File: src/rtl/dma_wr_dest_engine.sv
// rtl/dma_wr_dest_engine.sv - DMA destination write engine: descriptor to AXI4 INCR write bursts
module dma_wr_dest_engine #(
  parameter int DATA_W          = 512,
  parameter int ADDR_W          = 64,
  parameter int LENGTH_W        = 24,
  parameter int MAX_BURST_BEATS = 64,
  parameter int MAX_OUTSTANDING = 4,
  parameter int PERF_CNTR_W     = 64
) (
  input  logic                   clk,
  input  logic                   reset,
  input  logic                   desc_valid,
  output logic                   desc_ready,
  input  logic [ADDR_W-1:0]      desc_dest_addr,
  input  logic [LENGTH_W-1:0]    desc_length,
  input  logic                   fifo_not_empty,
  output logic                   fifo_rd_en,
  input  logic [DATA_W-1:0]      fifo_rd_data,
  output logic                   awvalid,
  input  logic                   awready,
  output logic [ADDR_W-1:0]      awaddr,
  output logic [7:0]             awlen,
  output logic [2:0]             awsize,
  output logic [1:0]             awburst,
  output logic                   wvalid,
  input  logic                   wready,
  output logic [DATA_W-1:0]      wdata,
  output logic [DATA_W/8-1:0]    wstrb,
  output logic                   wlast,
  input  logic                   bvalid,
  output logic                   bready,
  input  logic [1:0]             bresp,
  input  logic                   clear_error,
  output logic                   busy,
  output logic                   done,
  output logic                   error,
  output logic [1:0]             err_resp,
  output logic [PERF_CNTR_W-1:0] clk_cnt,
  output logic [PERF_CNTR_W-1:0] beat_cnt
);

  localparam int BEAT_BYTES = DATA_W / 8;
  localparam int SIZE       = $clog2(BEAT_BYTES);
  localparam int OUT_W      = $clog2(MAX_OUTSTANDING + 1);
  // Common width for the burst-size minimum: wide enough for length and for beats-to-4KB.
  localparam int CW         = (LENGTH_W > 13) ? LENGTH_W : 13;

  typedef enum logic [2:0] {
    ST_IDLE,
    ST_ADDR,
    ST_DATA,
    ST_DRAIN,
    ST_ERROR
  } state_t;

  state_t               state_q, state_d;
  logic [ADDR_W-1:0]    addr_q;
  logic [LENGTH_W-1:0]  remaining_q;
  logic [ADDR_W-1:0]    awaddr_q;
  logic [7:0]           awlen_q;
  logic                 awvalid_q;
  logic [8:0]           burst_q;
  logic [8:0]           beats_left_q;
  logic [OUT_W-1:0]     outstanding_q, outstanding_d;
  logic                 error_q;
  logic [1:0]           err_resp_q;
  logic                 done_q;
  logic [PERF_CNTR_W-1:0] clk_cnt_q, beat_cnt_q;

  logic [ADDR_W-1:0]    desc_addr_aligned;
  logic [ADDR_W-1:0]    src_addr;
  logic [LENGTH_W-1:0]  src_rem;
  logic [12:0]          beats_to_4k;
  logic [CW-1:0]        rem_ext, cap_ext, burst_ext;
  logic                 aw_hs, w_hs, b_hs, err_now, desc_accept, enter_addr;

  assign desc_addr_aligned = desc_dest_addr & ~ADDR_W'(BEAT_BYTES - 1);
  assign aw_hs       = awvalid_q & awready;
  assign w_hs        = fifo_rd_en;
  assign b_hs        = bvalid;
  // A failing response seen this very cycle must already block further AW issue.
  assign err_now     = error_q | (bvalid & bresp[1]);
  assign desc_accept = (state_q == ST_IDLE) & desc_valid;
  assign enter_addr  = (state_d == ST_ADDR) & (state_q != ST_ADDR);
  assign outstanding_d = outstanding_q + OUT_W'(aw_hs) - OUT_W'(b_hs);

  // Next burst size: the descriptor in IDLE, otherwise the running address/remaining count.
  always_comb begin
    src_addr    = (state_q == ST_IDLE) ? desc_addr_aligned : addr_q;
    src_rem     = (state_q == ST_IDLE) ? desc_length : remaining_q;
    beats_to_4k = (13'd4096 - {1'b0, src_addr[11:0]}) >> SIZE;
    rem_ext     = CW'(src_rem);
    cap_ext     = (CW'(beats_to_4k) < CW'(MAX_BURST_BEATS)) ? CW'(beats_to_4k) : CW'(MAX_BURST_BEATS);
    burst_ext   = (rem_ext < cap_ext) ? rem_ext : cap_ext;
  end

  // FSM state register.
  always_ff @(posedge clk) begin
    if (reset) begin
      state_q <= ST_IDLE;
    end else begin
      state_q <= state_d;
    end
  end

  // FSM next state and W-channel / descriptor handshake outputs.
  always_comb begin
    state_d    = state_q;
    desc_ready = 1'b0;
    wvalid     = 1'b0;
    wlast      = 1'b0;
    fifo_rd_en = 1'b0;
    case (state_q)
      ST_IDLE: begin
        desc_ready = 1'b1;
        if (desc_valid) begin
          state_d = (desc_length == '0) ? ST_DRAIN : ST_ADDR;
        end
      end
      ST_ADDR: begin
        if (aw_hs) begin
          state_d = ST_DATA;
        end else if (!awvalid_q && err_now) begin
          // AW not yet presented: abandon the rest of the transfer.
          state_d = ST_DRAIN;
        end
      end
      ST_DATA: begin
        wvalid     = fifo_not_empty;
        wlast      = (beats_left_q == 9'd1);
        fifo_rd_en = fifo_not_empty & wready;
        if (fifo_not_empty && wready && (beats_left_q == 9'd1)) begin
          state_d = ((remaining_q != '0) && !err_now) ? ST_ADDR : ST_DRAIN;
        end
      end
      ST_DRAIN: begin
        if (outstanding_d == '0) begin
          state_d = err_now ? ST_ERROR : ST_IDLE;
        end
      end
      ST_ERROR: begin
        if (clear_error) begin
          state_d = ST_IDLE;
        end
      end
      default: state_d = ST_IDLE;
    endcase
  end

  // Count AW bursts still waiting for their B response.
  always_ff @(posedge clk) begin
    if (reset) begin
      outstanding_q <= '0;
    end else begin
      outstanding_q <= outstanding_d;
    end
  end

  // AW channel: load burst on ADDR entry, raise awvalid a cycle later when a slot is free.
  always_ff @(posedge clk) begin
    if (reset) begin
      awaddr_q  <= '0;
      awlen_q   <= '0;
      burst_q   <= '0;
      awvalid_q <= 1'b0;
    end else begin
      if (enter_addr) begin
        awaddr_q <= src_addr;
        awlen_q  <= 8'(burst_ext - CW'(1));
        burst_q  <= 9'(burst_ext);
      end
      if (aw_hs) begin
        awvalid_q <= 1'b0;
      end else if ((state_q == ST_ADDR) && !awvalid_q && !err_now &&
                   (outstanding_q < OUT_W'(MAX_OUTSTANDING))) begin
        awvalid_q <= 1'b1;
      end
    end
  end

  // Transfer progress: running address, beats remaining, beats left in the current burst.
  always_ff @(posedge clk) begin
    if (reset) begin
      addr_q       <= '0;
      remaining_q  <= '0;
      beats_left_q <= '0;
    end else begin
      if (desc_accept) begin
        addr_q      <= desc_addr_aligned;
        remaining_q <= desc_length;
      end
      if (aw_hs) begin
        addr_q       <= addr_q + (ADDR_W'(burst_q) << SIZE);
        remaining_q  <= remaining_q - LENGTH_W'(burst_q);
        beats_left_q <= burst_q;
      end else if (w_hs) begin
        beats_left_q <= beats_left_q - 9'd1;
      end
    end
  end

  // Sticky error capture; only the first failing response code is kept.
  always_ff @(posedge clk) begin
    if (reset) begin
      error_q    <= 1'b0;
      err_resp_q <= 2'b00;
    end else if ((state_q == ST_ERROR) && clear_error) begin
      error_q    <= 1'b0;
      err_resp_q <= 2'b00;
    end else if (bvalid && bresp[1] && !error_q) begin
      error_q    <= 1'b1;
      err_resp_q <= bresp;
    end
  end

  // Completion pulse and per-transfer performance counters.
  always_ff @(posedge clk) begin
    if (reset) begin
      done_q     <= 1'b0;
      clk_cnt_q  <= '0;
      beat_cnt_q <= '0;
    end else begin
      done_q <= (state_q == ST_DRAIN) && (state_d == ST_IDLE);
      if (desc_accept) begin
        clk_cnt_q  <= '0;
        beat_cnt_q <= '0;
      end else begin
        if (state_q != ST_IDLE) begin
          clk_cnt_q <= clk_cnt_q + PERF_CNTR_W'(1);
        end
        if (w_hs) begin
          beat_cnt_q <= beat_cnt_q + PERF_CNTR_W'(1);
        end
      end
    end
  end

  assign awvalid  = awvalid_q;
  assign awaddr   = awaddr_q;
  assign awlen    = awlen_q;
  assign awsize   = 3'(SIZE);
  assign awburst  = 2'b01;
  assign wdata    = fifo_rd_data;
  assign wstrb    = '1;
  assign bready   = 1'b1;
  assign busy     = (state_q != ST_IDLE);
  assign done     = done_q;
  assign error    = error_q;
  assign err_resp = err_resp_q;
  assign clk_cnt  = clk_cnt_q;
  assign beat_cnt = beat_cnt_q;

endmodule

File: config.mk
export PLATFORM = sky130hd
export DESIGN_NAME = dma_wr_dest_engine
export DESIGN_NICKNAME = d
export VERILOG_FILES = /design/src/rtl/dma_wr_dest_engine.sv
export SDC_FILE = /design/constraint.sdc
export NUM_CORES = 1
export LEC_CHECK = 0
export BUFFER_PORTS_ARGS = -buffer_cell sky130_fd_sc_hd__buf_2
export CORE_AREA = 2 2 544 546
export DETAILED_ROUTE_END_ITERATION = 6
export DIE_AREA = 0 0 546 548
export PLACE_DENSITY_LB_ADDON = 0.15
export SYNTH_ARGS = -nofsm -noshare
export SYNTH_HDL_FRONTEND = slang
export SYNTH_SLANG_ARGS = --single-unit
File: constraint.sdc
create_clock -name clk -period 4.8 [get_ports clk]
set_clock_uncertainty 0.1 [all_clocks]
set_input_delay 0.24 -clock clk [delete_from_list [all_inputs] [get_ports clk]]
set_output_delay 0.24 -clock clk [all_outputs]
set_load 0.03 [all_outputs]
==> results.toml, run 1 <==
[critical_path]
critPathMaxStageDelay_ns = 0.52
rrSetupSlack_ns = 0.46
path_max_fanout = 42
worstRegToRegCells = 18
cp-endpoint = "awlen[4]$_SDFFE_PP0P_"
crit_chain = "nor3_4 -> buf_4 -> buf_4 -> nor2_1 -> a21oi_1 -> inv_1 -> ha_1 -> nand3_1 -> a211o_1 -> a41o_1 -> nand2_1 -> mux2_2 -> ha_1 -> and3_1 -> xnor2_1 -> nor2_1 -> a21oi_1 -> a21oi_1"
path_common_cell = "a21oi_1"
cp.required_ns = 5.24
crit_arrival_ns = 4.78
crit_start = "state_q[1]$_SDFF_PP0_"
startpoint_type = "register"
slowest_stage = "buf_4"
r2r-end = "awlen[4]$_SDFFE_PP0P_"
regToRegStartpoint = "state_q[1]$_SDFF_PP0_"
crit_path_end_kind = "register"
crit_type = "reg2reg"

[floorplanning]
coreArea_sq_um = 293000
num_rows = 199
die_area_sq_um = 299000
die_x_um = 546
ios = 1402
die_h_um = 548
start_util = 0.0681

[synthesis]
ys_seq_elements = 306
synthCells = 2527
ys_warn_count = 0
async_reset_ff_frac = 0
synthXorXnorAreaFrac = 0.0546
synth_compound_area_frac = 0.130
yosys_most_used_dff = "dfxtp_1"
synth_area_sq_um = 20000
synth_top_family_by_area = "buffers and inverters"
ys_seq_area_frac = 0.307
synthMuxAreaShare = 0.00990
synth_edf_count = 0
synthSimpleGateAreaFrac = 0.222
ys_types = 80
synth_area_per_cell_sq_um = 7.90
synth-adder-area-share = 0.0237

[pwr]
p_comb_frac = 0.277
total_power_mw = 9.48
p_sw_frac = 0.382
p_per_area_nw_per_um2 = 380
ir_drop_mv = 0.273
internal_power_mw = 5.86
p_switching_mw = 3.62
pwr-share-clk = 0.399
seq_power_share = 0.324
p_leak_nw = 8.58

[route]
drc = 0
ant_nets = 0
routed_wirelength_um = 116000
routedWlPerCell_um = 18.2
vias = 16900
drtPass1Iterations = 4
drt-initial-drc-count = 749
viasPerCell = 2.66

[sta]
fin_ws_ns = 0.458
finalSetupTns_ns = 0
max_slew_margin = 0.330
final_hold_viol_count = 0
post-route-min-period_ns = 4.34
fin_crit_sh = 0.905
rsz0062_at_grt = "false"
fmax_mhz = 230
maxSlewViolCount = 0
worstMarginPinSlew_ns = 0.996
finalSetupViolCount = 0

[finish]
area_delta_synth_final_pct = 24.9
drive_gt1_frac = 0.193
final_common_cell = "dfxtp_1"
fill_cells = 34400
mostFrequentLayoutCells = "dfxtp_1, buf_2, nor2_1, nand2_1, nand3_1"
nets = 3058

[cts]
clkSlewWorstSetupHoldPaths_ns = 0.06
cts_htree_levels = 2
clk_latency_ns = 0.68
cts-root-buf = "clkbuf_16"
clock_path_buffers = 3
cts.sinks = 306
tritoncts = "done"
cts_buffers = 49

[placement]
dpl.hpwl_um = 92300
place.gp.congestion = 0.685
port_buffers = 301
preCtsSetupSlack_ns = 0.380

[min_path]
hold_path.class = "in2reg"
hp-start = "bvalid"

[outcome]
status = "finished, final reports clean"

[global_routing]
overflow = 0
grt_pass1_wl_um = 156000
antenna_found_initial = 30
grt_usage = 0.0754
first_global_vias = 17400
grt_max_degree = 108

[run]
max_cap_viol_count = 0
[layout make-up]
cell class | count | area, sq um | area share
sequential | 306 | 6130 | 0.246
antenna | 1 | 2.50 | 0.000100
inverter | 53 | 200 | 0.00803
multi-input combinational | 1545 | 9100 | 0.365
timing repair buffer | 457 | 3000 | 0.120
clock inverter | 23 | 280 | 0.0112
clock buffer | 67 | 1320 | 0.0531
tap | 3919 | 4900 | 0.197
[per-stage QoR]
step	instances	utilization	hold slack [ns]	cell area [sq um]
floorplan	2597	-	0.276	20300
global placement	6184	0.0763	0.364	22400
detailed placement	6184	0.0763	0.365	22400
CTS	6370	0.0851	0.0439	24900
global route	6371	0.0851	0.0608	24900
finish	6371	0.0851	0.0404	24900
[timing repair]
action,in CTS,in global routing
resized for setup,0,0
setup endpoints to repair,0,0
setup buffers,0,0
hold buffers,96,0
hold endpoints to repair,143,0
[cell usage after synthesis (5+ instances only)]
master     instances  area (sq um)
buf_4            592          4440
dfxtp_1          306          6130
nor2_1           284          1070
nand2_1          245           920
nand3_1          101           505
a21oi_1           98           490
a311oi_1          85           744
xor2_1            79           692
clkbuf_1          71           267
o21ai_0           61           305
inv_1             52           195
and3_1            44           275
xnor2_1           43           377
or3_1             40           250
nor3_1            39           195
nor4_1            38           238
nand4_1           37           231
a211oi_1          33           248
ha_1              33           413
buf_2             20           100
and4_1            15           131
o211ai_1          15           113
a31oi_1           14          87.6
and2_1            14          87.6
mux2i_1           13           130
nand2b_1          13          81.3
o21a_1            13          97.6
buf_1             10          37.5
a21o_1             9          67.6
a2111oi_0          6          52.6
or4_1              6          45.0
mux2_2             5          56.3
o31ai_1            5          37.5
[worst min path at each step]
stage	slack, ns	cells after the start	to
2_1_floorplan	0.28	2	err_resp[0]$_SDFFE_PP0P_
3_3_place_gp	0.36	2	err_resp[1]$_SDFFE_PP0P_
3_5_place_dp	0.36	2	awlen[3]$_SDFFE_PP0P_
4_1_cts	0.04	5	err_resp[0]$_SDFFE_PP0P_
5_1_grt	0.06	5	err_resp[0]$_SDFFE_PP0P_
6_report	0.04	5	err_resp[0]$_SDFFE_PP0P_
[critical path, delay by kind of cell (launching register included)]
family	cells	cell delay, ns
xor+xnor	1	0.16
mux	1	0.39
fa+ha+maj	2	0.50
simple gates	6	0.78
flops	1	0.34
buf+inv	3	0.94
compound gates	5	1.00
[power groups by stage]
stage	Sequential [mW]	Combinational, mW	Clock, mW
floorplan	3.33	2.21	0
global placement	3.14	2.67	0
detailed placement	3.14	2.65	0
CTS	3.09	2.75	4.04
global route	3.12	2.93	4.11
finish	3.07	2.63	3.78
[kinds of logic (layout without fill, tap and decap cells)]
| kind of cell | after synthesis | after routing |
|---|---|---|
| AND/OR/NAND/NOR | 915 | 915 |
| buffers and inverters | 746 | 600 |
| AO/OA/AOI/OAI | 380 | 380 |
| flip-flops | 306 | 306 |
| XOR/XNOR | 123 | 123 |
| adder cells (fa/ha/maj) | 36 | 36 |
| multiplexers | 19 | 19 |
| other | 2 | 73 |
[flip-flops by register name (all words and copies together) (netlist names)]
| name | flops |
|---|---|
| remaining_q | 24 |
| awaddr | 59 |
| outstanding_q | 3 |
| clk_cnt | 64 |
| awvalid | 1 |
| state_q | 3 |
| burst_q | 9 |
| addr_q | 58 |
| done | 1 |
| beat_cnt | 64 |
| awlen | 8 |
| beats_left_q | 9 |
| err_resp | 2 |
| error | 1 |
[metal layers]
| metal | wire length [um] | GRT usage |
|---|---|---|
| met5 | 406 | 0.00871 |
| met4 | 7430 | 0.0450 |
| met3 | 14000 | 0.0426 |
| met2 | 53600 | 0.124 |
| met1 | 40600 | 0.0734 |
(Power assumes the default switching activity.)
==> inputs of run 2 (changes only) <==
--- a/config.mk
+++ b/config.mk
@@ -6,9 +6,9 @@
 export NUM_CORES = 1
 export LEC_CHECK = 0
 export BUFFER_PORTS_ARGS = -buffer_cell sky130_fd_sc_hd__buf_2
-export CORE_AREA = 2 2 544 546
+export CORE_AREA = 2 2 549 551
 export DETAILED_ROUTE_END_ITERATION = 6
-export DIE_AREA = 0 0 546 548
+export DIE_AREA = 0 0 551 553
 export PLACE_DENSITY_LB_ADDON = 0.15
 export SYNTH_ARGS = -nofsm -noshare
 export SYNTH_HDL_FRONTEND = slang
==> constraint.sdc (replaced) <==
create_clock -name clk -period 4.9 [get_ports clk]
set_clock_uncertainty 0.1 [all_clocks]
set_input_delay 0.245 -clock clk [delete_from_list [all_inputs] [get_ports clk]]
set_output_delay 0.245 -clock clk [all_outputs]
set_load 0.03 [all_outputs]
==> run 2 against run 1 <==
Effect of this change:
- critical path depth up 1
- cell count rose by 0.35%
- register-to-register slack worse by 0.06 ns
- sequential cell count unchanged
- die area up 1.8%
- non-clock buffer count down 14
==> results.toml, run 2 (synthesis results as in run 1) <==
[pwr]
p_comb_frac = 0.277
seq_power_share = 0.320
ir_drop_mv = 0.252
p_per_area_nw_per_um2 = 375
pwr-share-clk = 0.402
total_power_mw = 9.34
p_switching_mw = 3.56
p_leak_nw = 8.55
p_sw_frac = 0.381
internal_power_mw = 5.79

[global_routing]
antenna_found_initial = 27
first_global_vias = 17000
grt_usage = 0.0737
overflow = 0
grt_pass1_wl_um = 155000
grt_max_degree = 76

[route]
routed_wirelength_um = 116000
drt-initial-drc-count = 810
ant_nets = 0
drtPass1Iterations = 5
routedWlPerCell_um = 18.2
vias = 16900
viasPerCell = 2.64
drc = 0

[sta]
fin_crit_sh = 0.919
worstMarginPinSlew_ns = 0.849
fin_ws_ns = 0.396
finalSetupViolCount = 0
maxSlewViolCount = 0
fmax_mhz = 222
post-route-min-period_ns = 4.50
finalSetupTns_ns = 0
final_hold_viol_count = 0
max_slew_margin = 0.431
rsz0062_at_grt = "false"
holdWs_ns = 0.155

[cts]
cts-root-buf = "clkbuf_16"
clk_latency_ns = 0.66
clkSlewWorstSetupHoldPaths_ns = 0.06
clock_path_buffers = 3
cts_setup_buffers = 0
tritoncts = "done"
cts_htree_levels = 2
cts_buffers = 48
cts.sinks = 306

[critical_path]
path_max_fanout = 8
slowest_stage = "dfxtp_1"
critPathMaxStageDelay_ns = 0.40
startpoint_type = "register"
crit_type = "reg2reg"
crit_arrival_ns = 4.95
crit_path_end_kind = "register"
crit_chain = "nor3_4 -> mux2i_2 -> ha_1 -> nor3b_1 -> mux2i_1 -> xnor2_1 -> nand2_2 -> ha_1 -> a21oi_1 -> a211o_1 -> a41o_1 -> nand2_1 -> mux2_2 -> ha_1 -> and3_1 -> xnor2_1 -> nor2_1 -> a21oi_1 -> a21oi_1"
cp.required_ns = 5.35
worst_path_dominant_cell_family = "simple AND/OR/NAND/NOR gates"
critPathBufInv = 0

[run]
max_cap_viol_count = 0

[finish]
multiInputGateArea_sq_um = 9110
mostFrequentLayoutCells = "dfxtp_1, buf_2, nor2_1, nand2_1, nand3_1"
final_common_cell = "dfxtp_1"
area_delta_synth_final_pct = 24.7
instances_no_fill = 6393
regArea_sq_um = 6130
nets = 3043
fin_util = 0.0833
drive_gt1_frac = 0.193
final_area_sq_um = 24900
fill_cells = 35200

[placement]
place_area_sq_um = 22300
port_buffers = 301
dpl.hpwl_um = 92400
preCtsSetupSlack_ns = 0.356
dpl.cell_count = 6213
place.gp.congestion = 0.680

[floorplanning]
coreArea_sq_um = 299000
num_rows = 201
start_util = 0.0668
die_h_um = 553
die_x_um = 551
ios = 1402
die_area_sq_um = 305000

[min_path]
hold_path.class = "in2reg"

[outcome]
status = "finished, final reports clean"
==> run 2: cell type report <==
| class | instances | share of cell area |
|---|---|---|
| multi-input combinational | 1545 | 0.366 |
| inverter | 53 | 0.00804 |
| tap | 3958 | 0.199 |
| antenna | 1 | 0.000100 |
| sequential | 306 | 0.246 |
| clock inverter | 17 | 0.00884 |
| timing repair buffer | 443 | 0.115 |
| clock buffer | 70 | 0.0576 |
==> run 2: power by group through the flow <==
stage / Sequential [mW] / Clock [mW] / Combinational [mW]
after CTS: 3.00 / 4.03 / 2.71
after global placement: 3.06 / 0 / 2.64
after global routing: 3.04 / 4.08 / 2.89
final: 2.99 / 3.76 / 2.59
after detailed placement: 3.05 / 0 / 2.62
after floorplan: 3.26 / 0 / 2.16
==> run 2: worst reg2reg max path: cells and delay by family, from the launching register on <==
family,cells,cell delay [ns]
and+or+nand+nor,6,0.98
muxes,3,0.85
AOI/OAI and AO/OA,5,0.85
adders and majority gates,3,0.78
xor gates and xnor gates,2,0.42
DFF,1,0.40
==> run 2: what timing repair did <==
item	CTS	global route
setup endpoints to repair	0	2
resized for setup	0	2
hold buffers	92	0
hold endpoints to repair	153	0
==> run 2: metal layers <==
metal,wire [um],GRT usage
met3,12800,0.0364
met1,41200,0.0733
met5,291,0.00760
met2,54700,0.123
met4,7260,0.0429
==> run 2: path summary, 6_finish.rpt <==
| path | from | depth (start not counted) | slack [ns] | to |
|---|---|---|---|---|
| worst max register to register | state_q[0]$_SDFF_PP0_ | 19 | 0.40 | awlen[4]$_SDFFE_PP0P_ |
| worst min register to register | err_resp[1]$_SDFFE_PP0P_ | 2 | 0.37 | err_resp[1]$_SDFFE_PP0P_ |
| worst min-delay path | desc_valid | 4 | 0.16 | addr_q[9]$_SDFFE_PP0P_ |
| worst max-delay path | state_q[0]$_SDFF_PP0_ | 19 | 0.40 | awlen[4]$_SDFFE_PP0P_ |
